===== src/rtl/glitch_pkg.sv =====
// rtl/glitch_pkg.sv - shared widths and FSM state type for the glitch sequencer
package glitch_pkg;

  localparam int DELAY_W   = 16;
  localparam int WIDTH_W   = 8;
  localparam int COUNT_W   = 8;
  localparam int SPACING_W = 16;
  localparam int RSTLEN_W  = 16;
  localparam int TIMER_W   = 16;

  typedef enum logic [2:0] {
    IDLE,
    RESET,
    DELAY,
    PULSE,
    SPACE,
    DONE
  } state_t;

endpackage


===== src/rtl/down_counter.sv =====
// rtl/down_counter.sv - loadable down-counter with zero flag, stops at zero
module down_counter #(
  parameter int W = 16
) (
  input  logic         clk,
  input  logic         rst,
  input  logic         load,
  input  logic         en,
  input  logic [W-1:0] value,
  output logic         zero
);

  localparam logic [W-1:0] ONE = 1;

  logic [W-1:0] count;

  always_ff @(posedge clk) begin
    if (rst) begin
      count <= '0;
    end else if (load) begin
      count <= value;
    end else if (en && count != '0) begin
      count <= count - ONE;
    end
  end

  assign zero = (count == '0);

endmodule


===== src/rtl/glitch_sequencer.sv =====
// rtl/glitch_sequencer.sv - optional target reset, then delay and a train of glitch pulses
module glitch_sequencer
  import glitch_pkg::*;
(
  input  logic                 clk,
  input  logic                 rst,
  input  logic [DELAY_W-1:0]   delay_i,
  input  logic [WIDTH_W-1:0]   width_i,
  input  logic [COUNT_W-1:0]   num_pulses_i,
  input  logic [SPACING_W-1:0] pulse_spacing_i,
  input  logic [RSTLEN_W-1:0]  reset_length_i,
  input  logic                 pulse_en_i,
  input  logic                 reset_en_i,
  output logic                 glitch_o,
  output logic                 target_rst_o,
  output logic                 busy_o,
  output logic                 done_o
);

  localparam logic [TIMER_W-1:0] ONE = 1;
  localparam logic [COUNT_W-1:0] ONE_PULSE = 1;

  state_t               state;
  state_t               nxt;
  logic [DELAY_W-1:0]   delay_q;
  logic [WIDTH_W-1:0]   width_q;
  logic [COUNT_W-1:0]   num_q;
  logic [SPACING_W-1:0] spacing_q;
  logic [COUNT_W-1:0]   pulses_left;

  logic                 start;
  logic [DELAY_W-1:0]   src_delay;
  logic [WIDTH_W-1:0]   src_width;
  logic [COUNT_W-1:0]   src_num;
  logic                 chain_delay;
  logic                 chain_pulse;

  logic                 timer_load;
  logic                 timer_en;
  logic [TIMER_W-1:0]   timer_value;
  logic                 timer_zero;

  // Phase lengths are loaded as (n-1) so each phase lasts exactly n cycles.
  down_counter #(.W(TIMER_W)) u_timer (
    .clk   (clk),
    .rst   (rst),
    .load  (timer_load),
    .en    (timer_en),
    .value (timer_value),
    .zero  (timer_zero)
  );

  assign start     = (state == IDLE) && (pulse_en_i || reset_en_i);
  assign src_delay = (state == IDLE) ? delay_i      : delay_q;
  assign src_width = (state == IDLE) ? width_i      : width_q;
  assign src_num   = (state == IDLE) ? num_pulses_i : num_q;

  // Zero-length phases fall through to the next phase in the same cycle.
  always_comb begin
    nxt         = state;
    timer_load  = 1'b0;
    timer_en    = 1'b0;
    timer_value = '0;
    chain_delay = 1'b0;
    chain_pulse = 1'b0;
    case (state)
      IDLE: begin
        if (start) begin
          if (reset_en_i && reset_length_i != '0) begin
            nxt         = RESET;
            timer_load  = 1'b1;
            timer_value = reset_length_i - ONE;
          end else begin
            chain_delay = 1'b1;
          end
        end
      end
      RESET: begin
        if (timer_zero) chain_delay = 1'b1;
        else            timer_en    = 1'b1;
      end
      DELAY: begin
        if (timer_zero) chain_pulse = 1'b1;
        else            timer_en    = 1'b1;
      end
      PULSE: begin
        if (timer_zero) begin
          if (pulses_left == ONE_PULSE) begin
            nxt = DONE;
          end else begin
            nxt         = SPACE;
            timer_load  = 1'b1;
            timer_value = (spacing_q == '0) ? '0 : spacing_q - ONE;
          end
        end else begin
          timer_en = 1'b1;
        end
      end
      SPACE: begin
        if (timer_zero) begin
          nxt         = PULSE;
          timer_load  = 1'b1;
          timer_value = TIMER_W'(width_q) - ONE;
        end else begin
          timer_en = 1'b1;
        end
      end
      DONE:    nxt = IDLE;
      default: nxt = IDLE;
    endcase

    if (chain_delay) begin
      if (src_delay != '0) begin
        nxt         = DELAY;
        timer_load  = 1'b1;
        timer_value = src_delay - ONE;
      end else begin
        chain_pulse = 1'b1;
      end
    end

    if (chain_pulse) begin
      if (src_width == '0 || src_num == '0) begin
        nxt = DONE;
      end else begin
        nxt         = PULSE;
        timer_load  = 1'b1;
        timer_value = TIMER_W'(src_width) - ONE;
      end
    end
  end

  // Outputs are decoded from the next state so they change on the same edge as the state.
  always_ff @(posedge clk) begin
    if (rst) begin
      state        <= IDLE;
      glitch_o     <= 1'b0;
      target_rst_o <= 1'b0;
      done_o       <= 1'b0;
      delay_q      <= '0;
      width_q      <= '0;
      num_q        <= '0;
      spacing_q    <= '0;
      pulses_left  <= '0;
    end else begin
      state        <= nxt;
      glitch_o     <= (nxt == PULSE);
      target_rst_o <= (nxt == RESET);
      done_o       <= (nxt == DONE);
      if (start) begin
        delay_q   <= delay_i;
        width_q   <= width_i;
        num_q     <= num_pulses_i;
        spacing_q <= pulse_spacing_i;
      end
      if (nxt == PULSE && (state == IDLE || state == RESET || state == DELAY)) begin
        pulses_left <= src_num;
      end else if (state == PULSE && nxt == SPACE) begin
        pulses_left <= pulses_left - ONE_PULSE;
      end
    end
  end

  // The reset length goes straight into the phase timer at the strobe, so it needs no holding register.
  assign busy_o = (state != IDLE);

endmodule


===== config.mk =====
export PLATFORM = sky130hd
export DESIGN_NAME = glitch_sequencer
export DESIGN_NICKNAME = d
export VERILOG_FILES = /design/src/rtl/glitch_pkg.sv /design/src/rtl/down_counter.sv /design/src/rtl/glitch_sequencer.sv
export SDC_FILE = /design/constraint.sdc
export NUM_CORES = 1
export LEC_CHECK = 0
export CAP_MARGIN = 20
export CELL_PAD_IN_SITES_DETAIL_PLACEMENT = 1
export CELL_PAD_IN_SITES_GLOBAL_PLACEMENT = 2
export CORE_ASPECT_RATIO = 1.1
export CORE_MARGIN = 3
export CORE_UTILIZATION = 33
export CTS_CLUSTER_DIAMETER = 200
export DETAILED_ROUTE_END_ITERATION = 10
export HOLD_SLACK_MARGIN = 0.03
export PLACE_DENSITY_LB_ADDON = 0.1
export SLEW_MARGIN = 20
export SYNTH_ARGS = -nofsm -noshare
export SYNTH_HDL_FRONTEND = slang
export SYNTH_HIERARCHICAL = 1
export SYNTH_SLANG_ARGS = --single-unit

===== constraint.sdc =====
create_clock -name clk -period 4.3 [get_ports clk]
set_input_delay 0.43 -clock clk [delete_from_list [all_inputs] [get_ports clk]]
set_output_delay 0.43 -clock clk [all_outputs]
set_load 0.005 [all_outputs]

======== After elaboration in Yosys (flattened, before gate mapping) ========
Index checks and enable logic that the tools add are counted.
cells by class
  add/subtract/negate cells ............... 7
  multiply operators ...................... 0
  divide/modulo/power cells ............... 0
  magnitude comparators ................... 0
  eq/ne operators ......................... 9
  shifts and indexed selects .............. 0
  multiplexer cells ....................... 46
  bitwise logic cells ..................... 0
  reduce and logical (&&, ||, !) cells .... 22
operator list
  cell                                                 count
  two-way mux 16 bit                                   13
  subtractor 16 x 1 -> 16 bit, second input constant   4
  one-hot mux 16 bit (3 select lines)                  1
  nonzero test 16 bit                                  3
  logical NOT 16 bit                                   2
  two-way mux 8 bit                                    4
  two-way mux 3 bit                                    8
  subtractor 8 x 1 -> 9 bit, second input constant     2
  two-way mux 1 bit                                    17
  logical NOT 8 bit                                    2
  one-hot mux 3 bit (4 select lines)                   1
  equality test 3 x 2 -> 1 bit, second input constant  3
  equality test 3 bit, second input constant           3
  equality test 8 x 1 -> 1 bit, second input constant  1
  subtractor 8 x 1 -> 8 bit, second input constant     1
  equality test 3 x 1 -> 1 bit, second input constant  2
  logical AND 1 bit                                    5
  logical OR 1 bit                                     4
  nonzero test 2 bit                                   2
  OR reduction 4 bit                                   1
  logical NOT 3 bit                                    1
  one-hot mux 1 bit (3 select lines)                   1
  nonzero test 3 bit                                   1
  one-hot mux 1 bit (2 select lines)                   1
  OR reduction 2 bit                                   1
word-level totals
  bits in registers ....................... 78
  bits in latches ......................... 0
  memory bits (writable) .................. 0
  ROM bits ................................ 0
  bits of input ports ..................... 68
  word-level logic and storage cells ...... 94
  memories ................................ 0

======== Depth between registers and ports, before layout ========
  depth in word-level cells ............... 12
  mapped depth ............................ 18

======== Modules after synthesis ========
Netlist, hierarchy kept.
by module, submodules not included
  module            times used  cells each  area each (µm²)  seq. area each (µm²)
  glitch_sequencer  1           661         4938.5           1241.2
  down_counter      1           130         1143.6           320.3

======== Worst setup path after synthesis ========
Ideal clock, no wire load.
  path kind ............................... register -> register
  start point ............................. register state[1]
  end point ............................... register u_timer.count[14]
  setup time .............................. 71 ps
  arrival time ............................ 3831 ps
  data required time ...................... 4229 ps
  setup slack ............................. 398 ps
  cell stages (with the launch flop) ...... 18
  path buffers ............................ 5
  path through ............................ dfxtp_1 > nor3_4 > clkbuf_1 > buf_2 > buf_1 > nor2_1 > a21oi_1 > ha_1 > nand2b_1 > or4_4 > and4_4 > buf_8 > a21oi_1 > nand4_1 > clkinv_1 > clkbuf_1 > o311ai_0 > a21oi_1
between the ends
  word-level cells in the longest chain between the ends .. 9
ends and longest elaborated chain
  element                                                          line                     RTL
  start: declaration                                               glitch_sequencer.sv:23   state_t state;
  start signal: assignment                                         glitch_sequencer.sv:146  state <= nxt;
  logical NOT 3 bit                                                -
  logical AND 1 bit                                                glitch_sequencer.sv:53   assign start = (state == IDLE) && (pulse_en_i || reset_en_i);
  two-way mux 1 bit                                                glitch_sequencer.sv:68   if (start) begin
  one-hot mux 1 bit (3 select lines)                               glitch_sequencer.sv:66   case (state)
  two-way mux 1 bit                                                glitch_sequencer.sv:113  if (src_delay != '0) begin
  two-way mux 1 bit                                                glitch_sequencer.sv:112  if (chain_delay) begin
  two-way mux 1 bit                                                glitch_sequencer.sv:123  if (src_width == '0 || src_num == '0) begin
  two-way mux 1 bit *                                              glitch_sequencer.sv:122  if (chain_pulse) begin
  named net timer_load                                             glitch_sequencer.sv:38   logic timer_load;
  two-way mux 16 bit / nonzero test 2 bit (equally long branches)  -
  end signal: assignment                                           down_counter.sv:21       count <= value;
  end signal: assignment                                           down_counter.sv:23       count <= count - ONE;
  end: declaration                                                 down_counter.sv:15       logic [W-1:0] count;
Mark *: on every way through the listed nets, which the timed path passes. The rest lies on a longest branch.
A chain may end at the register's enable or synchronous reset.

======== Final worst setup path ========
  start point ............................. register u_timer.count[7]
  end point ............................... register u_timer.count[8]
between the ends
  word-level cells in the longest chain between the ends .. 8
ends and longest elaborated chain
  element                                                          line                     RTL
  logical NOT 16 bit *                                             down_counter.sv:27       assign zero = (count == '0);
  named net timer_zero                                             glitch_sequencer.sv:41   logic timer_zero;
  two-way mux 1 bit, on equally long branches                      -
  one-hot mux 1 bit (3 select lines)                               glitch_sequencer.sv:66
  two-way mux 1 bit                                                glitch_sequencer.sv:113
  two-way mux 1 bit                                                glitch_sequencer.sv:112
  two-way mux 1 bit                                                glitch_sequencer.sv:123
  two-way mux 1 bit *                                              glitch_sequencer.sv:122
  named net timer_load                                             glitch_sequencer.sv:38
  two-way mux 16 bit / nonzero test 2 bit (equally long branches)  -
Mark *: on every way through the listed nets, which the timed path passes. The rest lies on a longest branch. The select of a mux whose other input is x is not followed.

==> metrics.md <==
| Metric | Value |
|---|---|
| Status | `finished, final reports clean` |
| Hold Crit Class | `reg -> reg` |
| Avg WL per Cell | `20.2 microns` |
| Crit path capture type | `flip-flop` |
| DIE AREA | `between 0.02 and 0.025 sq mm` |
| H-tree Lvls | `3` |
| Clk_lat worst skew | `350 ps` |
| Count of cell types in the netlist | `between 80 and 90` |
| Placed Cells | `approximately 1100` |
| Clk sinks | `a little under 80` |
| EDFF count, synth | `0` |
| Max incr delay on CP | `500 ps` |
| CTS Buf Count | `9` |
| Min Hold Slack | `between 400 and 500 ps` |
| Tcrit/Tclk final | `about 90%` |
| First-pass GRT wire length | `~35 mm` |
| Final Max Slew Viols | `0` |
| Worst-path clk slew | `about 60 ps` |
| Number of synthesized register bits | `slightly below 80` |
| Vias | `around 6200` |
| Commonest cells after routing, fill and taps aside | `nand2_1 (130), dfxtp_1 (78), clkdlybuf4s50_1 (70)` |
| Non-filler cells, final | `approximately 1100` |
| Fin. Hold Viols | `0` |
| Hold Path Depth | `2` |
| Remaining DRCs | `0` |
| DR iter-0 viols | `approximately 300` |
| # diodes | `0` |
| Post-Synthesis Cells | `791` |
| Startpoint types | `flip-flop` |
| Syn nets | `slightly below 900` |
| Minimum clock period after layout | `between 3000 and 4000 ps` |
| Hold_buf cts | `0` |
| # Max-Cap Violations | `0` |
| Nets | `between 900 and 1000` |
| Max-slew headroom | `between 40% and 50%` |
| Root Buffer | `clkbuf_16` |
| Multi-input logic area | `0.00421 sq mm` |
| WP data required | `around 4600 ps` |
| Final wirelength | `~22 mm` |
| Area growth syn-to-layout | `20.3%` |
| Dpl hpwl | `~17 mm` |
| Post-synthesis sequential area ratio | `25.7%` |
| Grt ovf | `0` |
| Max Root-Sink Buffers | `2` |
| Endpoints failing setup | `0` |
| Layout cells sized above 1 | `a little over 10%` |
| Post-Synthesis Cell Area | `around 0.006 sq mm` |
| Layout Skew | `around 5.4 ps` |
| WS Path Type | `reg -> reg` |
| Mean post-synth cell area | `roughly 7.7 sq um` |
| Via density | `5.73` |
| Antenna-violating nets left | `0` |
| Cell Chain, Critical Path | `nor4_4 > nand4_4 > clkinv_1 > nor2b_1 > or4_1 > a31o_2 > o21ai_4 > a21oi_1 > nand4_1 > clkinv_1 > buf_4 > and4_1 > a2111oi_2` |
| # fillers | `~2200` |
| I/O Pins | `approximately 70` |
| Overall Power | `~4600 uW` |
| First-pass DRT Iterations | `5` |
| Worst reg-to-reg path cell count | `13` |
| PortBufs | `71` |
| Max Fclk | `approximately 260 MHz` |
| Leading cell type in the layout, fill and taps excluded | `nand2_1` |
| Total negative slack | `0 ps` |
| Routability congestion estimate from global placement | `0.810` |
| CTS tree | `built` |
| Core area | `0.0179 sq mm` |
| Peak VDD IR | `approximately 0.25 mV` |
| Initial antenna violation count | `1` |
| Largest net degree at the start of global routing | `~50` |
| Row Count | `51` |
| Tot GR Track Use | `roughly 22%` |
| Die width | `135 microns` |
| Synth Warn # | `6` |
| Slew at the pin closest to its max-slew limit | `761 ps` |
| Initial Utilization | `around a third` |
| Vias in the first global route | `6485` |
| P_leak | `0.00265 uW` |
| CP dominant cell by count | `clkinv_1` |
| Power Density | `629 mW/mm^2` |
| Ys async rst share | `0%` |
| Max FO, Critical Path | `13` |
| RSZ-0062 raised after global routing | `false` |
| Ys flop type | `dfxtp_1` |
| Register Area | `between 0.0015 and 0.002 sq mm` |
| Crit path DAT | `about 4100 ps` |
| Critical-path top delay cell | `nor4_4` |
| Chip Height | `around 150 microns` |
## final timing paths
path	from	slack [ps]	endpoint
max	u_timer/count[7]$_SDFFE_PP0P_	490	u_timer/count[8]$_SDFFE_PP0P_
min	delay_q[15]$_SDFFE_PP0N_	470	delay_q[15]$_SDFFE_PP0N_
max reg2reg	u_timer/count[7]$_SDFFE_PP0P_	490	u_timer/count[8]$_SDFFE_PP0P_
min reg2reg	delay_q[15]$_SDFFE_PP0N_	470	delay_q[15]$_SDFFE_PP0N_
## repair_timing
action	CTS	global route
endpoints found under the setup margin	0	3
gates resized for setup	0	2
setup buffers	0	0
## Yosys cell counts (7+ instances only)
cell type,count,area [sq um]
nor3_1,36,180
buf_2,9,45.0
ha_1,8,100
nor4_2,7,87.6
a221oi_1,7,61.3
or4_1,15,113
a211oi_1,7,52.6
clkbuf_1,22,82.6
buf_6,7,78.8
xor2_1,24,210
or3_1,14,87.6
a21oi_1,68,340
nand2_1,130,488
nor2_1,68,255
nand4_1,10,62.6
inv_1,24,90.1
dfxtp_1,78,1560
a311oi_1,9,78.8
mux2i_1,28,280
xnor2_1,32,280
nor4_1,16,100
o21ai_0,15,75.1
o22ai_1,8,50.1
nand3_1,20,100
## report_power, final
group          switching (uW)  internal [uW]  leakage (uW)
clock                     324            517      0.000150
combinational            1620            997       0.00185
sequential                236            901      0.000641
total                    2180           2420       0.00265
## flip-flops by register name (all words and copies together), names as in the netlist
| name | count |
|---|---|
| spacing_q | 16 |
| target_rst_o | 1 |
| glitch_o | 1 |
| state | 3 |
| delay_q | 16 |
| num_q | 8 |
| width_q | 8 |
| u_timer/count | 16 |
| done_o | 1 |
| pulses_left | 8 |
## worst max-delay path, delay by kind of cell, from the launching register on
family | cells | cell delay (ps)
AO/OA/AOI/OAI | 4 | 950
buffers and inverters | 3 | 770
flip-flops | 1 | 390
AND/OR/NAND/NOR | 6 | 1590
## stage by stage
step / area, sq um / util (%) / setup WS [ps]
floorplan: 6080 / - / 398
global placement: 7000 / 39.2 / 383
detailed placement: 7000 / 39.2 / 287
CTS: 7310 / 40.9 / 339
global route: 7320 / 40.9 / 151
finish: 7320 / 40.9 / 486
## area by class of cell
cell class / instances / area share (%)
flip-flops and latches: 78 / 21.3
repair buffers: 88 / 11.4
multi-input cells: 644 / 57.5
inverters: 27 / 1.42
clock inverters: 4 / 0.992
well taps: 238 / 4.07
clock buffers: 10 / 3.27
## cells by family after synthesis
group	after synthesis	share of synthesized area [%]
xor+xnor	56	8.06
compound gates	177	20.7
mux	31	5.16
flops	78	25.7
fa+ha+maj	8	1.65
simple gates	372	33.2
buf+inv	69	5.60
## layer usage
layer | wire length (microns) | GRT usage [%]
met1 | 10300 | 29.3
met2 | 10500 | 36.9
met3 | 530 | 2.77
met4 | 596 | 8.06
met5 | 12 | 0
No activity file was read; power rests on OpenSTA's default activity.
